--- config.mk ---
export PLATFORM = sky130hd
export DESIGN_NAME = max31855_spi_master
export DESIGN_NICKNAME = d
export VERILOG_FILES = /design/src/rtl/thermo_spi_pkg.sv /design/src/rtl/spi_sclk_gen.sv /design/src/rtl/max31855_spi_master.sv
export SDC_FILE = /design/constraint.sdc
export NUM_CORES = 1
export LEC_CHECK = 0
export ABC_AREA = 1
export CAP_MARGIN = 20
export CORE_MARGIN = 10
export CORE_UTILIZATION = 30
export DETAILED_ROUTE_END_ITERATION = 10
export GPL_ROUTABILITY_DRIVEN = 1
export HOLD_SLACK_MARGIN = 0.06
export PLACE_DENSITY = 0.46
export SLEW_MARGIN = 20
export SYNTH_ARGS = -nofsm -noshare
export SYNTH_HDL_FRONTEND = slang
export SYNTH_SLANG_ARGS = --single-unit
--- constraint.sdc ---
create_clock -name clk -period 3.15 [get_ports clk]
set_clock_uncertainty 0.15 [all_clocks]
set_input_delay 0.315 -clock clk [delete_from_list [all_inputs] [get_ports clk]]
set_output_delay 0.315 -clock clk [all_outputs]
set_load 0.02 [all_outputs]
--- src/rtl/thermo_spi_pkg.sv ---
// Shared definitions for the thermocouple SPI read path: controller states,
// default frame timing and the field layout of the 32-bit converter word.
package thermo_spi_pkg;

    // Frame sequencing states of the SPI read master
    typedef enum logic [2:0] {
        IDLE  = 3'd0,
        SETUP = 3'd1,
        SHIFT = 3'd2,
        HOLD  = 3'd3,
        GAP   = 3'd4
    } spi_state_t;

    // Default frame timing, in clk cycles
    localparam int DEF_CLK_DIV  = 2;
    localparam int DEF_CS_SETUP = 2;
    localparam int DEF_CS_HOLD  = 2;
    localparam int DEF_CS_IDLE  = 4;
    localparam int DEF_NBITS    = 32;

    // Field positions inside the converter word, shared with the decoder
    localparam int TC_MSB    = 31;
    localparam int TC_LSB    = 18;
    localparam int FAULT_BIT = 16;
    localparam int JT_MSB    = 15;
    localparam int JT_LSB    = 4;

    // Summary fault bit followed by the three individual fault flags
    function automatic logic [3:0] fault_bits(input logic [31:0] frame);
        return {frame[FAULT_BIT], frame[2:0]};
    endfunction

endpackage

--- src/rtl/spi_sclk_gen.sv ---
// SPI clock generator: while enabled, toggles sclk every CLK_DIV cycles,
// starting low, and flags the cycle on whose closing edge sclk rises or falls.
module spi_sclk_gen #(
    parameter int CLK_DIV = 2
) (
    input  logic i_clk,
    input  logic i_rst_n,
    input  logic i_en,
    output logic o_sclk,
    output logic o_rise,
    output logic o_fall
);

    localparam int HC_W = (CLK_DIV > 1) ? $clog2(CLK_DIV) : 1;

    logic [HC_W-1:0] r_hc;
    logic            r_sclk;
    logic            w_tick;

    // Last cycle of the current half period
    assign w_tick = (r_hc == HC_W'(CLK_DIV - 1));

    // Strobes mark the edge that will move sclk, so the FSM acts on that same edge
    assign o_rise = i_en & w_tick & ~r_sclk;
    assign o_fall = i_en & w_tick &  r_sclk;
    assign o_sclk = r_sclk;

    // Half-period counter and sclk toggle; parked low whenever not enabled
    always_ff @(posedge i_clk) begin
        if (!i_rst_n || !i_en) begin
            r_hc   <= '0;
            r_sclk <= 1'b0;
        end else if (w_tick) begin
            r_hc   <= '0;
            r_sclk <= ~r_sclk;
        end else begin
            r_hc   <= r_hc + 1'b1;
        end
    end

endmodule

--- src/rtl/max31855_spi_master.sv ---
// Read-only SPI master for a MAX31855-style converter (mode 0, MSB first).
// On request it runs one frame, captures the word atomically and pulses rx_done.
module max31855_spi_master
    import thermo_spi_pkg::*;
#(
    parameter int CLK_DIV  = DEF_CLK_DIV,
    parameter int CS_SETUP = DEF_CS_SETUP,
    parameter int CS_HOLD  = DEF_CS_HOLD,
    parameter int CS_IDLE  = DEF_CS_IDLE,
    parameter int NBITS    = DEF_NBITS
) (
    input  logic             clk,
    input  logic             rst,
    input  logic             spi_ena,
    output logic             spi_not_busy,
    output logic [NBITS-1:0] spi_rx_data,
    output logic             rx_done,
    output logic             sclk,
    output logic             cs_n,
    input  logic             miso
);

    localparam int CNT_W = 16;
    localparam int BC_W  = (NBITS > 1) ? $clog2(NBITS) : 1;

    spi_state_t       r_state;
    logic [CNT_W-1:0] r_cnt;
    logic [BC_W-1:0]  r_bit_cnt;
    logic [NBITS-1:0] r_shift;
    logic [NBITS-1:0] r_rx_data;
    logic             r_not_busy;
    logic             r_rx_done;
    logic             r_cs_n;

    logic             w_sclk_en;
    logic             w_sclk;
    logic             w_rise;
    logic             w_fall;

    assign w_sclk_en = (r_state == SHIFT);

    spi_sclk_gen #(
        .CLK_DIV (CLK_DIV)
    ) u_sclk_gen (
        .i_clk   (clk),
        .i_rst_n (rst),
        .i_en    (w_sclk_en),
        .o_sclk  (w_sclk),
        .o_rise  (w_rise),
        .o_fall  (w_fall)
    );

    assign spi_not_busy = r_not_busy;
    assign spi_rx_data  = r_rx_data;
    assign rx_done      = r_rx_done;
    assign sclk         = w_sclk;
    assign cs_n         = r_cs_n;

    // Frame sequencer: IDLE -> SETUP -> SHIFT -> HOLD -> GAP -> IDLE, all outputs registered
    always_ff @(posedge clk) begin
        r_rx_done <= 1'b0;
        if (!rst) begin
            r_state    <= IDLE;
            r_cnt      <= '0;
            r_bit_cnt  <= '0;
            r_shift    <= '0;
            r_rx_data  <= '0;
            r_not_busy <= 1'b1;
            r_cs_n     <= 1'b1;
        end else begin
            case (r_state)
                IDLE: begin
                    r_cs_n     <= 1'b1;
                    r_not_busy <= 1'b1;
                    r_cnt      <= '0;
                    r_bit_cnt  <= '0;
                    if (spi_ena) begin
                        r_state    <= SETUP;
                        r_cs_n     <= 1'b0;
                        r_not_busy <= 1'b0;
                    end
                end
                SETUP: begin
                    if (r_cnt == CNT_W'(CS_SETUP - 1)) begin
                        r_cnt   <= '0;
                        r_state <= SHIFT;
                    end else begin
                        r_cnt <= r_cnt + 1'b1;
                    end
                end
                SHIFT: begin
                    // Device data is stable at the rising sclk edge; first bit lands in the MSB
                    if (w_rise) begin
                        r_shift <= {r_shift[NBITS-2:0], miso};
                    end
                    // A bit period ends on the falling edge; the last one leaves sclk low
                    if (w_fall) begin
                        if (r_bit_cnt == BC_W'(NBITS - 1)) begin
                            r_bit_cnt <= '0;
                            r_state   <= HOLD;
                        end else begin
                            r_bit_cnt <= r_bit_cnt + 1'b1;
                        end
                    end
                end
                HOLD: begin
                    if (r_cnt == CNT_W'(CS_HOLD - 1)) begin
                        r_cnt     <= '0;
                        r_cs_n    <= 1'b1;
                        r_rx_data <= r_shift;
                        r_rx_done <= 1'b1;
                        r_state   <= GAP;
                    end else begin
                        r_cnt <= r_cnt + 1'b1;
                    end
                end
                GAP: begin
                    if (r_cnt == CNT_W'(CS_IDLE - 1)) begin
                        r_cnt      <= '0;
                        r_not_busy <= 1'b1;
                        r_state    <= IDLE;
                    end else begin
                        r_cnt <= r_cnt + 1'b1;
                    end
                end
                default: begin
                    r_state    <= IDLE;
                    r_cnt      <= '0;
                    r_bit_cnt  <= '0;
                    r_cs_n     <= 1'b1;
                    r_not_busy <= 1'b1;
                end
            endcase
        end
    end

endmodule

==> impl_summary.log, run 1 <==
INFO  metric synth-main-ff-cell = sky130_fd_sc_hd__dfxtp_1
INFO  metric synth-seq-cells = 93
INFO  metric ir_worst_vdd = 0.269 mV
INFO  metric antenna_cells = 0
INFO  metric flow.area_growth_from_synthesis = 18.8%
INFO  metric tightest_hold_check_type = flip-flop to flip-flop
INFO  metric total_setup_violations_reported_at_the_end_of_the_flow = 0
INFO  metric power_leakage = 1.71 nW
INFO  metric number_of_antenna_violations_at_the_first_check_in_global_routing = 0
INFO  metric number_of_enable_flip_flop_cells_after_synthesis = 0
INFO  metric worst_path_largest_cell_delay = 350 ps
INFO  metric most_frequent_cells_in_the_layout = 110 x sky130_fd_sc_hd__nor2_1, 93 x sky130_fd_sc_hd__dfxtp_1, 69 x sky130_fd_sc_hd__o21ai_0
INFO  metric critPathLaunchType = flip-flop
INFO  metric post_cts.resized_instances = 0
INFO  metric postSynthAreaPerCell = 7.66 um2
INFO  metric cts.repair_timing.setup_buffer_count = 0
INFO  metric r2r_start = r_state[2]$_SDFFE_PN0P_
INFO  metric layout.filler_cells = 1,380
INFO  metric hold_path_startpoint = spi_rx_data[28]$_SDFFE_PN0P_
INFO  metric required_time_of_the_worst_setup_path = 3280 ps
INFO  metric vias_post_dr = 3,142
INFO  metric max_cap_violations = 0
INFO  metric drt.antenna.violating_nets = 0
INFO  metric final_design_area_no_fill = 0.00462 mm2
INFO  metric vertical_die_dimension = 134 um
INFO  metric drt_iter0_markers = 160
INFO  metric die_x_extent = 134 um
INFO  metric drc_errors = 0
INFO  metric clock_tree_from_tritoncts = yes
INFO  metric hold_slack = 292 ps
INFO  metric grt_pass1_wl = 14,200 um
INFO  metric cts-root-buf = sky130_fd_sc_hd__clkbuf_16
INFO  metric floorplan.core_area = 0.0127 mm2
INFO  metric final_common_cell = sky130_fd_sc_hd__nor2_1
INFO  metric clkLatencyLatePin = 340 ps
INFO  metric path_clk_slew = 70 ps
INFO  metric count_of_hold_fix_buffers_inserted_at_cts = 0
INFO  metric routabilityCongestion = 0.807
INFO  metric routed_wl = 8390 um
INFO  metric yosys.area.top_type = sky130_fd_sc_hd__dfxtp_1
INFO  metric drt-pass1-iter-count = 4
INFO  metric async_reset_ff_share = 0%
INFO  metric synth.cell_area = 0.00389 mm2
INFO  metric endpoint_kind = flip-flop
INFO  metric finalMaxSlewViolations = 0
INFO  metric post_synth_main_area_contributors = sky130_fd_sc_hd__dfxtp_1 48%, sky130_fd_sc_hd__nor2_1 11%, sky130_fd_sc_hd__o21ai_0 8.9%, sky130_fd_sc_hd__a21oi_1 5.1%, sky130_fd_sc_hd__inv_1 4.9%
INFO  metric utilization = 36.5%
INFO  metric synthesized_net_count = 516
INFO  metric area_share_of_the_largest_cell_type_after_synthesis = 47.9%
INFO  metric grt-ovfl-total = 0
INFO  metric max_freq = 503 MHz
INFO  metric final_period_minus_worst_setup_slack = 1990 ps
INFO  metric placementRows = 41
INFO  metric ios = 40
INFO  metric arr_time_crit_path = 2110 ps
INFO  metric max_slew.worst_pin.slew = 546 ps
INFO  metric hpwlAfterDp = 5740 um
INFO  metric rsz_0062_raised_after_global_routing = false
INFO  metric powerDensity = 651 mW/mm2
INFO  metric critical_path_class = flip-flop to flip-flop
INFO  metric maxSlewHeadroom = 63.6%
INFO  metric clkSinkCount = 93
INFO  metric ys_seq_area_share = 47.9%
INFO  metric htree_levels = 3
INFO  metric critical_path_maximum_fanout = 33
INFO  metric track_usage = 9.57%
INFO  metric first_global_vias = 2,869
INFO  metric routed_via_density = 4.39
INFO  metric grt_start_max_net_pins = 43
INFO  metric placed_cell_area = 0.00433 mm2
INFO  metric drive_gt1_share = 7.55%
INFO  metric critical_path.cell_chain = nor2_2 -> nand2_2 -> inv_6 -> nand2_4 -> inv_4 -> nor2_1 -> nor2_1
INFO  metric synth_cell_types = 33
INFO  metric synthesis.yosys.warnings = 0
INFO  metric io_buffers = 39
INFO  metric wire_per_inst = 11.7 um
INFO  metric num-nets-final = 547
INFO  metric initial_core_util = 30.7%
INFO  metric crit_start = r_state[2]$_SDFFE_PN0P_
INFO  metric final.period_utilization = 63.1%
INFO  metric crit_slowest_cell = sky130_fd_sc_hd__dfxtp_1
INFO  metric fp.dieArea = 0.0179 mm2
INFO  metric cts_buffer_depth = 2
INFO  metric setup_tns = 0 ps
INFO  metric outcome = finished, final reports clean
INFO  metric cpMostUsedCell = sky130_fd_sc_hd__nor2_1
INFO  metric clock_buffers_created_by_tritoncts = 9
INFO  metric hold_violations = 0
INFO  metric synth_cells = 508
## sequential cells by signal, summed over array words and instances (netlist names)
signal and count:
spi_not_busy 1, r_bit_cnt 5, rx_done 1, cs_n 1, spi_rx_data 32, u_sclk_gen.r_hc 1, r_cnt 16, r_state 3
u_sclk_gen.o_sclk 1, r_shift 32
## metrics by stage
| stage | setup WS [ps] | total power [mW] | cells |
|---|---|---|---|
| 2_1_floorplan | 1580 | 1.81 | 508 |
| 3_3_place_gp | 1230 | 1.97 | 700 |
| 3_5_place_dp | 1160 | 1.98 | 700 |
| 4_1_cts | 1150 | 3.06 | 715 |
| 5_1_grt | 899 | 3.20 | 715 |
| 6_report | 1160 | 3.01 | 715 |
## worst max-delay path: cells and delay by family, from the launching register on
kind                   cells  cell delay, ps
and+or+nand+nor            5             870
buffers and inverters      2             520
DFF                        1             350
## metal layers
| layer | GRT usage [%] | wire length [um] | up-vias |
|---|---|---|---|
| met5 | 0 | 0 | - |
| met4 | 5.08 | 181 | 0 |
| met3 | 2.43 | 407 | 10 |
| met2 | 13.9 | 3540 | 54 |
| met1 | 12.7 | 4250 | 1380 |
| li1 | - | - | 1698 |
## cell families (layout without fill, tap and decap cells)
kind of cell             after synthesis  in the layout  synth area share (%)
buffers and inverters                 80            115                  10.4
XOR/XNOR                               7              7                  1.58
adder cells (fa/ha/maj)                4              4                  1.29
AND/OR/NAND/NOR                      202            202                  22.5
AO/OA/AOI/OAI                        122            122                  16.3
flip-flops                            93             93                  47.9
## area by class of cell
cell class,instances,area [um2],share of cell area (%)
sequential,93,1860,40.3
multi-input combinational,335,1620,35.1
timing repair buffer,42,408,8.82
clock buffer,10,229,4.95
inverter,58,225,4.87
tap,172,215,4.65
clock inverter,5,60.1,1.30
## power by group
part | total [mW] | leakage, nW | switching (mW) | internal, mW
combinational | 0.623 | 0.821 | 0.408 | 0.216
sequential | 1.31 | 0.751 | 0.0568 | 1.26
clock | 1.07 | 0.139 | 0.458 | 0.615
## worst paths after layout
path	slack, ps	to	depth (start not counted)
worst max-delay path	1160	r_shift[19]$_SDFFE_PN0P_	7
worst min-delay path	290	spi_rx_data[28]$_SDFFE_PN0P_	2
worst max register to register	1160	r_shift[19]$_SDFFE_PN0P_	7
worst min register to register	290	spi_rx_data[28]$_SDFFE_PN0P_	2
## synth_stat cells, types with 2 or more instances
cell type	instances
sky130_fd_sc_hd__a21oi_1	40
sky130_fd_sc_hd__nor2_1	110
sky130_fd_sc_hd__clkbuf_1	9
sky130_fd_sc_hd__nor2_2	3
sky130_fd_sc_hd__ha_1	4
sky130_fd_sc_hd__nor3_1	4
sky130_fd_sc_hd__dfxtp_1	93
sky130_fd_sc_hd__nand2_1	48
sky130_fd_sc_hd__nand3_2	2
sky130_fd_sc_hd__a31oi_1	2
sky130_fd_sc_hd__inv_1	51
sky130_fd_sc_hd__buf_8	3
sky130_fd_sc_hd__o21ai_1	2
sky130_fd_sc_hd__o21bai_1	4
sky130_fd_sc_hd__nand3_1	21
sky130_fd_sc_hd__nand4_1	3
sky130_fd_sc_hd__nor2_4	4
sky130_fd_sc_hd__xor2_1	7
sky130_fd_sc_hd__o21ai_0	69
sky130_fd_sc_hd__nand2_2	4
sky130_fd_sc_hd__buf_6	8
sky130_fd_sc_hd__buf_2	2
sky130_fd_sc_hd__inv_2	5
(Power assumes the default switching activity.)
==> run 2, diff against run 1 <==
- clock period: 3.15 -> 2.01 ns (I/O delays scaled with it)
==> run 2 against run 1 <==
  * Via count rose by 0.35%
  * Maximum frequency rose by 14%
  * Worst setup slack got worse by 900 ps
  * Count of clock-buffer cells in the layout rose by 1
  * Critical path depth rose by 5
  * First-iteration DRC count rose by 51%
  * Worst hold slack got worse by 160 ps
  * Critical endpoint is now r_state[1]$_SDFFE_PN0P_
  * Largest cell class unchanged
  * Largest power group unchanged
==> impl_summary.log, run 2 (synthesis results as in run 1) <==
INFO  metric wire_per_inst = 11.6 um (-1.3%)
INFO  metric die_x_extent = 134 um (unchanged)
INFO  metric power_leakage = 1.73 nW (+1.4%)
INFO  metric outcome = finished, final reports clean
INFO  metric placed_cell_area = 0.00437 mm2 (+0.81%)
INFO  metric clkLatencyLatePin = 330 ps (about the same)
INFO  metric antenna_cells = 0 (unchanged)
INFO  metric maxSlewHeadroom = 73.7% (+10 points)
INFO  metric cts.repair_timing.setup_buffer_count = 0 (unchanged)
INFO  metric max_freq = 574 MHz (+14%)
INFO  metric vias_post_dr = 3,153 (+0.35%)
INFO  metric drt_iter0_markers = 241 (+51%)
INFO  metric grt_start_max_net_pins = 68 (+58%)
INFO  metric finalMaxSlewViolations = 0 (unchanged)
INFO  metric routed_wl = 8320 um (-0.75%)
INFO  metric grt-ovfl-total = 0 (unchanged)
INFO  metric routabilityCongestion = 0.792 (-1.8%)
INFO  metric clock_buffers_created_by_tritoncts = 9 (unchanged)
INFO  metric path_clk_slew = 70 ps (about the same)
INFO  metric drt.antenna.violating_nets = 0 (unchanged)
INFO  metric vertical_die_dimension = 134 um (unchanged)
INFO  metric first_global_vias = 3,010 (+4.9%)
INFO  metric hold_slack = 128 ps (-164 ps)
INFO  metric ios = 40 (unchanged)
INFO  metric flow.area_growth_from_synthesis = 19.7%
INFO  metric critical_path_class = flip-flop to flip-flop
INFO  metric io_buffers = 39 (unchanged)
INFO  metric final_period_minus_worst_setup_slack = 1740 ps (-243 ps)
INFO  metric hold_violations = 0 (unchanged)
INFO  metric fp.dieArea = 0.0179 mm2 (unchanged)
INFO  metric track_usage = 9.59% (+0.020 points)
INFO  metric setup_tns = 0 ps (unchanged)
INFO  metric layout.filler_cells = 1,379 (-0.072%)
INFO  metric powerDensity = 1010 mW/mm2 (+55%)
INFO  metric clkSinkCount = 93 (unchanged)
INFO  metric grt_pass1_wl = 14,400 um (+1.1%)
INFO  metric number_of_antenna_violations_at_the_first_check_in_global_routing = 0 (unchanged)
INFO  metric endpoint_kind = flip-flop
INFO  metric floorplan.core_area = 0.0127 mm2 (unchanged)
INFO  metric total_setup_violations_reported_at_the_end_of_the_flow = 0 (unchanged)
INFO  metric hpwlAfterDp = 5720 um (-0.31%)
INFO  metric critical_path_maximum_fanout = 4 (-88%)
INFO  metric drive_gt1_share = 8.23% (+0.68 points)
INFO  metric rsz_0062_raised_after_global_routing = false
INFO  metric max_slew.worst_pin.slew = 391 ps (-155 ps)
INFO  metric placementRows = 41 (unchanged)
INFO  metric max_cap_violations = 0 (unchanged)
INFO  metric critPathLaunchType = flip-flop
INFO  metric htree_levels = 3 (unchanged)
INFO  metric drc_errors = 0 (unchanged)
INFO  metric arr_time_crit_path = 1870 ps (-240 ps)
INFO  metric final_common_cell = sky130_fd_sc_hd__nor2_1
INFO  metric post_cts.resized_instances = 0 (unchanged)
INFO  metric count_of_hold_fix_buffers_inserted_at_cts = 0 (unchanged)
INFO  metric final_design_area_no_fill = 0.00465 mm2 (+0.68%)
INFO  metric final.period_utilization = 86.7% (+24 points)
INFO  metric clock_tree_from_tritoncts = yes
INFO  metric most_frequent_cells_in_the_layout = 110 x sky130_fd_sc_hd__nor2_1, 93 x sky130_fd_sc_hd__dfxtp_1, 69 x sky130_fd_sc_hd__o21ai_0
INFO  metric ir_worst_vdd = 0.394 mV (+46%)
INFO  metric initial_core_util = 30.7% (unchanged)
INFO  metric required_time_of_the_worst_setup_path = 2130 ps (-1150 ps)
INFO  metric cts-root-buf = sky130_fd_sc_hd__clkbuf_16
INFO  metric tightest_hold_check_type = input port to flip-flop
INFO  metric num-nets-final = 550 (+0.55%)
INFO  metric cts_buffer_depth = 2 (unchanged)
INFO  metric routed_via_density = 4.39 (-0.21%)
INFO  metric drt-pass1-iter-count = 4 (unchanged)
[run 2: cell count changes in the layout (fill, tap and decap cells not counted), sizes merged]
cell,delta
buf,+3
bufinv,-1
clkbuf,+1
clkinv,+1
clkinvlp,-1
inv,+1
[run 2: cell type report]
cell class | instances | area, um2 | share of cell area (%)
clock buffers | 11 | 243 | 5.22
clock inverters | 5 | 42.5 | 0.914
inverters | 58 | 225 | 4.84
multi-input cells | 335 | 1620 | 34.9
flip-flops and latches | 93 | 1860 | 40.0
well taps | 172 | 215 | 4.62
repair buffers | 45 | 443 | 9.52
[run 2: path summary, 6_finish.rpt]
path | start | endpoint | slack (ps) | depth (start not counted)
worst max-delay path | r_bit_cnt[0]$_SDFFE_PN0P_ | r_state[1]$_SDFFE_PN0P_ | 270 | 12
worst min-delay path | rst | r_cnt[8]$_SDFFE_PN0N_ | 130 | 3
worst max register to register | r_bit_cnt[0]$_SDFFE_PN0P_ | r_state[1]$_SDFFE_PN0P_ | 270 | 12
worst min register to register | spi_rx_data[24]$_SDFFE_PN0P_ | spi_rx_data[24]$_SDFFE_PN0P_ | 290 | 2
[run 2: power by group]
part           internal, mW  leakage [nW]  switching, mW
clock                 0.891         0.142          0.743
combinational         0.351         0.841          0.649
sequential             1.97         0.751         0.0881
[run 2: stage by stage]
stage / setup WS (ps) / std cells / util (%) / total power, mW
global route: 31.5 / 719 / 36.7 / 4.98
CTS: 230 / 719 / 36.7 / 4.77
global placement: 237 / 703 / 34.5 / 3.11
floorplan: 443 / 508 / - / 2.84
detailed placement: 241 / 703 / 34.5 / 3.11
finish: 267 / 719 / 36.7 / 4.69
[run 2: per-layer routing]
| metal | wire [um] | GRT usage, % | share of wire, % | vias up |
|---|---|---|---|---|
| met1 | 4200 | 12.3 | 51 | 1386 |
| met5 | 0 | 0 | 0 | - |
| met2 | 3540 | 14.4 | 43 | 55 |
| met3 | 455 | 3.02 | 5.5 | 8 |
| li1 | - | - | - | 1704 |
| met4 | 121 | 4.23 | 1.5 | 0 |
[run 2: worst max-delay path, stage by stage, from the launching register on]
cell and delay [ps]:
sky130_fd_sc_hd__dfxtp_1 370, sky130_fd_sc_hd__ha_1 190, sky130_fd_sc_hd__nand2_1 60, sky130_fd_sc_hd__nor2_1 90, sky130_fd_sc_hd__ha_1 140, sky130_fd_sc_hd__inv_1 30, sky130_fd_sc_hd__nand3_1 60, sky130_fd_sc_hd__nand2_1 70
sky130_fd_sc_hd__nor2_1 220, sky130_fd_sc_hd__nand3_1 110, sky130_fd_sc_hd__nand2_1 60, sky130_fd_sc_hd__inv_1 40, sky130_fd_sc_hd__nor2_1 80
==> run 3, diff against run 2 <==
- MAX_ROUTING_LAYER: default -> met4
- clock period: 2.01 -> 2 ns (I/O delays scaled with it)
==> run 3 against run 2 <==
  * Register-to-register slack got worse by 30 ps
  * Combinational power hardly changed
  * First-iteration DRC count is 28% higher
  * Die area did not move
  * Final area grew 0.51%
  * Total power is 3.0% higher
  * Cell count is the same
  * Sequential power is essentially flat
  * Largest cell class unchanged
==> impl_summary.log, run 3 (synthesis results as in run 1) <==
INFO  metric max_cap_violations = 0 (unchanged)
INFO  metric crit_slowest_cell = sky130_fd_sc_hd__dfxtp_1
INFO  metric outcome = finished, final reports clean
INFO  metric drt_iter0_markers = 308 (+28%)
INFO  metric drc_errors = 0 (unchanged)
INFO  metric drive_gt1_share = 8.41% (+0.18 points)
INFO  metric grt_start_max_net_pins = 68 (unchanged)
INFO  metric cts.repair_timing.setup_buffer_count = 0 (unchanged)
INFO  metric clock_buffers_created_by_tritoncts = 9 (unchanged)
INFO  metric pre_cts_ws = 208 ps (-32.4 ps)
INFO  metric vertical_die_dimension = 134 um (unchanged)
INFO  metric critical_path_class = flip-flop to flip-flop
INFO  metric required_time_of_the_worst_setup_path = 2080 ps (-50 ps)
INFO  metric floorplan.core_area = 0.0127 mm2 (unchanged)
INFO  metric final.period_utilization = 88.4% (+1.7 points)
INFO  metric routabilityCongestion = 0.819 (+3.4%)
INFO  metric clkSinkCount = 93 (unchanged)
INFO  metric tightest_hold_check_type = input port to flip-flop
INFO  metric clkLatencyLatePin = 340 ps (about the same)
INFO  metric r2r_start = r_state[2]$_SDFFE_PN0P_
INFO  metric final_period_minus_worst_setup_slack = 1770 ps (+24.5 ps)
INFO  metric layout.filler_cells = 1,359 (-1.5%)
INFO  metric flow.area_growth_from_synthesis = 20.3%
INFO  metric utilization = 36.9% (+0.19 points)
INFO  metric vias_post_dr = 3,146 (-0.22%)
INFO  metric arr_time_crit_path = 1850 ps (-20 ps)
INFO  metric worst_path_largest_cell_delay = 350 ps (-20 ps)
INFO  metric initial_core_util = 30.7% (unchanged)
INFO  metric cts_buffer_depth = 2 (unchanged)
INFO  metric routed_via_density = 4.38 (-0.22%)
INFO  metric crit_start = r_state[2]$_SDFFE_PN0P_
INFO  metric num-nets-final = 550 (unchanged)
INFO  metric clock_tree_from_tritoncts = yes
INFO  metric finalMaxSlewViolations = 0 (unchanged)
INFO  metric max_slew.worst_pin.slew = 429 ps (+38.5 ps)
INFO  metric ir_worst_vdd = 0.518 mV (+32%)
INFO  metric final_design_area_no_fill = 0.00468 mm2 (+0.51%)
INFO  metric placed_cell_area = 0.00437 mm2 (unchanged)
INFO  metric hpwlAfterDp = 5710 um (-0.24%)
INFO  metric total_power = 4.83 mW (+3.0%)
INFO  metric count_of_hold_fix_buffers_inserted_at_cts = 0 (unchanged)
INFO  metric wire_per_inst = 11.6 um (+0.11%)
INFO  metric critical_path_maximum_fanout = 18 (+14)
INFO  metric antenna_cells = 0 (unchanged)
INFO  metric critPathBufInv = 2 (unchanged)
INFO  metric total_setup_violations_reported_at_the_end_of_the_flow = 0 (unchanged)
INFO  metric rsz_0062_raised_after_global_routing = false
INFO  metric endpoint_kind = flip-flop
INFO  metric powerDensity = 1030 mW/mm2 (+2.5%)
INFO  metric fp.dieArea = 0.0179 mm2 (unchanged)
INFO  metric drt.antenna.violating_nets = 0 (unchanged)
INFO  metric critical_path.cell_chain = nor2_2 -> nand2_2 -> inv_6 -> nand2_4 -> buf_4 -> o21ai_0 -> nor2_1
INFO  metric ios = 40 (unchanged)
INFO  metric die_x_extent = 134 um (unchanged)
INFO  metric max_freq = 566 MHz (-1.4%)
INFO  metric grt_pass1_wl = 14,100 um (-2.2%)
INFO  metric first_global_vias = 2,884 (-4.2%)
INFO  metric routed_wl = 8330 um (+0.11%)
INFO  metric maxSlewHeadroom = 71.1% (-2.6 points)
INFO  metric final_common_cell = sky130_fd_sc_hd__nor2_1
INFO  metric critical-path-top-delay-family = simple AND/OR/NAND/NOR gates
INFO  metric placementRows = 41 (unchanged)
INFO  metric drt-pass1-iter-count = 4 (unchanged)
INFO  metric hold_path_startpoint = rst
INFO  metric number_of_antenna_violations_at_the_first_check_in_global_routing = 0 (unchanged)
INFO  metric track_usage = 9.72% (+0.13 points)
INFO  metric critPathLaunchType = flip-flop
INFO  metric most_frequent_cells_in_the_layout = 110 x sky130_fd_sc_hd__nor2_1, 93 x sky130_fd_sc_hd__dfxtp_1, 69 x sky130_fd_sc_hd__o21ai_0
INFO  metric path_clk_slew = 70 ps (about the same)
INFO  metric power_leakage = 1.74 nW (+0.61%)
INFO  metric hold_violations = 0 (unchanged)
INFO  metric grt-ovfl-total = 0 (unchanged)
INFO  metric cts-root-buf = sky130_fd_sc_hd__clkbuf_16
INFO  metric htree_levels = 3 (unchanged)
INFO  metric io_buffers = 39 (unchanged)
INFO  metric post_cts.resized_instances = 0 (unchanged)
INFO  metric setup_tns = 0 ps (unchanged)
INFO  metric layout_setup_ws = 232 ps (-34.5 ps)
## run 3: metal layers
layer,up-vias,routed length [um],track usage [%]
met5,-,0,-
met4,0,140,4.17
met3,8,348,3.17
met2,39,3480,13.5
met1,1398,4360,12.6
li1,1701,-,-
## run 3: area by class of cell
class | instances | area [um2] | share of cell area [%]
Clock inverter | 6 | 70.1 | 1.50
Timing Repair Buffer | 45 | 443 | 9.47
Clock buffer | 10 | 239 | 5.11
Multi-Input combinational cell | 335 | 1620 | 34.7
Sequential cell | 93 | 1860 | 39.8
Tap cell | 172 | 215 | 4.60
Inverter | 58 | 225 | 4.81
## run 3: stage by stage
step	std cells	hold WS (ps)
floorplan	508	214
global placement	703	282
detailed placement	703	286
CTS	719	107
global route	719	129
finish	719	110
## run 3: worst min-delay path, cell delays in order
cell                      delay, ps
sky130_fd_sc_hd__buf_2          200
sky130_fd_sc_hd__o21ai_0        110
sky130_fd_sc_hd__nor2_1          40
## run 3: worst paths after layout
path                            slack [ps]  cells after the start                           end
worst min-delay path                   110                      3      r_shift[31]$_SDFFE_PN0P_
worst min register to register         290                      2  spi_rx_data[28]$_SDFFE_PN0P_
worst max register to register         230                      7      r_shift[30]$_SDFFE_PN0P_
worst max-delay path                   230                      7      r_shift[30]$_SDFFE_PN0P_
## run 3: where the power goes
| group | switching [mW] | internal (mW) | total, mW |
|---|---|---|---|
| clock network | 0.749 | 1.01 | 1.76 |
| registers | 0.0890 | 1.98 | 2.07 |
| logic | 0.651 | 0.353 | 1.00 |
| total | 1.49 | 3.35 | 4.83 |
